**src/rtl/n_bit_register.sv**
```systemverilog
// N-bit load-enable register with synchronous clear and a valid flag.
// Outputs come straight from flops; async active-low reset.
module n_bit_register #(
  parameter int N = 8,
  parameter logic [N-1:0] RESET_VALUE = '0
) (
  input  logic         clk,
  input  logic         rst_n,
  input  logic         en,
  input  logic         clr,
  input  logic [N-1:0] in,
  output logic [N-1:0] out,
  output logic         valid
);

  // clr has priority over en; no enable means hold
  always_ff @(posedge clk or negedge rst_n) begin
    if (!rst_n) begin
      out   <= RESET_VALUE;
      valid <= 1'b0;
    end else if (clr) begin
      out   <= RESET_VALUE;
      valid <= 1'b0;
    end else if (en) begin
      out   <= in;
      valid <= 1'b1;
    end
  end

endmodule

```
**config.mk**
```make
export PLATFORM = sky130hd
export DESIGN_NAME = n_bit_register
export DESIGN_NICKNAME = d
export VERILOG_FILES = /design/src/rtl/n_bit_register.sv
export SDC_FILE = /design/constraint.sdc
export NUM_CORES = 1
export LEC_CHECK = 0
export BUFFER_PORTS_ARGS = -buffer_cell sky130_fd_sc_hd__buf_2
export CAP_MARGIN = 20
export CORE_AREA = 2 2 39 41
export DETAILED_ROUTE_END_ITERATION = 10
export DIE_AREA = 0 0 41 43
export PLACE_DENSITY = 0.58
export SYNTH_ARGS = -nofsm -noshare
export SYNTH_HDL_FRONTEND = slang
export SYNTH_SLANG_ARGS = --single-unit
export TNS_END_PERCENT = 1
```
**constraint.sdc**
```tcl
create_clock -name clk -period 0.8 [get_ports clk]
set_input_delay 0.12 -clock clk [delete_from_list [all_inputs] [get_ports clk]]
set_output_delay 0.12 -clock clk [all_outputs]
set_load 0.05 [all_outputs]
```
==> results.toml <==
[run_status]
outcome = "finished, violations left"
violations = "negative setup slack"

[finish]
nets = 65
n_antenna_cell = 0
final_cell_area_um2 = 567
area_growth_pct = 58.4
finish.utilization_pct = 41.0
drive_gt1_share_pct = 61.5

[synthesis]
ys.flop_type = "dfrtp_1"
synth_edf_count = 0
yosys.area_share.simple_pct = 10.5
synth-seq-cells = 9
synth_seq_area_share_pct = 62.9
synth_fa_ha_area_share_pct = 0
synth_area_leader_cell = "dfrtp_1"
yosys_warnings = 0
yosysTopAreaCellShare_pct = 62.9
synth_area_leaders = "dfrtp_1 63%, mux2i_1 22%, nor2_1 10%, buf_6 3.1%, clkbuf_1 1.0%"
synth-async-reset-ratio_pct = 100
synth_fp_nets = 41
synth_cell_types = 5
synthMuxAreaShare_pct = 22.4
syn_inst = 29
synth_compound_area_share_pct = 0
postSynthAreaPerCell_um2 = 12.3
synth.most_common_cell = "nor2_1"
synth.top_cells.by_count = "10 x nor2_1, 9 x dfrtp_1, 8 x mux2i_1"
synth_xor_area_share_pct = 0
synth_top_family_by_area = "multiplexers"
netlist_area_um2 = 358

[power_and_ir_drop]
pwr-share-comb_pct = 22.6
p_total_mw = 1.10
swShare_pct = 29.3
power.leakage_nw = 0.289
worst_ir_drop_vdd_mv = 0.855
p_int_uw = 775
p_seq_share_pct = 46.0
p_switching_uw = 321
p_per_area_mw_per_mm2 = 1930
clkPwrFrac_pct = 31.4

[timing]
hold_slack_ns = 0.109
finalCritPeriodShare_pct = 117
finalMaxSlewViolations = 0
setup_viol = 9
slew_headroom_pct = 83.3
finalCriticalPeriod_ns = 0.939
setup_tns_ns = -1.21
rsz0062_at_grt = "yes"
finalHoldViolCount = 0
setup_slack_ns = -0.139
max_freq_ghz = 1.07
tightestPinTransition_ns = 0.251
fin_skew_ns = 0

[global_route]
grt_pass1_vias = 296
antenna_found_initial = 0
overflow = 0
grt_first_pass_wirelength_mm = 1.23
grt_max_degree = 10
grt_usage_pct = 11.3

[setup_path]
worst_path_max_delay_cell = "dfrtp_2"
crit_buf_inv = 1
endpoint_kind = "output pin"
cp_data_required_time_ns = 0.68
cp_top_family = "flip-flops"
crit_type = "reg2out"
path_cells = "buf_6"
start_kind = "flop"
max_stage_delay_ns = 0.41
arrival_ns = 0.82
cp_max_fo = 2

[routing]
post_drt_wl_per_cell_um = 11.1
via_count = 283
drt_iter0_markers = 2
ant_nets = 0
firstDrtPassIters = 2
vias_per_cell = 4.16
drc = 0
wl_um = 758

[clocking]
cts_buffers = 3
clock_latency_ns = 0.26
cts_tree = "built"
path_clk_slew_ns = 0.06
cts_buffer_depth = 2
cts_setup_buffers = 0
clock-sinks = 9
htree_num_levels = 1
root_buffer = "clkbuf_4"

[place]
globalplace.congestion = 0.600
place_area_um2 = 474
io_buffer_count = 20

[floorplanning]
ioPinCount = 21
die_h_um = 43
die_w_um = 41
rows = 14
core-area_mm2 = 0.00138
start_util_pct = 25.9
die_area_mm2 = 0.00176

[flow_run]
drv_cap = 0

[hold_path]
hp-class = "in2reg"
## final timing paths
| check | startpoint | endpoint | slack [ns] | depth (start not counted) |
|---|---|---|---|---|
| setup / recovery | valid$_DFFE_PN0P_ | valid | -0.14 | 1 |
| hold / removal | in[0] | out[0]$_DFFE_PN0P_ | 0.11 | 3 |
| setup reg to reg | out[6]$_DFFE_PN0P_ | out[6]$_DFFE_PN0P_ | 0.09 | 2 |
| hold reg to reg | valid$_DFFE_PN0P_ | valid$_DFFE_PN0P_ | 0.52 | 2 |
| max in group asynchronous | rst_n | out[3]$_DFFE_PN0P_ | 0.37 | 2 |
| min in group asynchronous | rst_n | out[0]$_DFFE_PN0P_ | 0.24 | 2 |
## worst register-to-register path, cell delays in order, from the launching register on
cell and delay (ns):
dfrtp_2 0.41, mux2i_1 0.13, nor2_1 0.06
## layout make-up
class                   instances  area, um^2
clock buffers                   4        26.3
well taps                      16        20.0
repair buffers                 21         166
flip-flops and latches          9         236
fillers                       146         817
multi-input cells              18         118
## sequential cells by signal, indices dropped and copies added (netlist names)
register and count:
out 8, valid 1
## what timing repair did
item	4_1_cts	5_1_grt
setup endpoints to repair	9	9
endpoints found under the hold margin	9	0
hold buffers	1	0
gates resized for setup	18	0
gates cloned	0	0
## routing by layer
metal / routed length, um / GRT usage, % / vias to the layer above
met5: 0 / 0 / -
met4: 8 / 10.0 / 0
met3: 62 / 4.71 / 2
met2: 352 / 15.6 / 13
met1: 334 / 12.4 / 129
li1: - / - / 139
## cells in the final DEF (no fill, tap or decap)
cell type | Yosys | routed
buf_2 | 0 | 11
buf_6 | 1 | 9
clkbuf_1 | 1 | 1
clkbuf_4 | 0 | 3
dfrtp_2 | 0 | 9
dlygate4sd3_1 | 0 | 1
mux2i_1 | 8 | 8
nor2_1 | 10 | 10
## through the flow
stage               setup WS, ns  cells
floorplan                -0.0182     29
global placement          0.0370     63
detailed placement        0.0149     63
CTS                       -0.154     68
global route              -0.177     68
finish                    -0.139     68
## power by group through the flow
stage	combinational, mW	clock (mW)	sequential [mW]
2_1_floorplan	0.0548	0	0.602
3_3_place_gp	0.213	0	0.506
3_5_place_dp	0.215	0	0.506
4_1_cts	0.252	0.366	0.505
5_1_grt	0.264	0.399	0.508
6_report	0.248	0.344	0.504
## cells by family after synthesis
family / Yosys count
buffers and inverters: 2
and+or+nand+nor: 10
muxes: 8
DFF: 9
(Power assumes the default switching activity.)
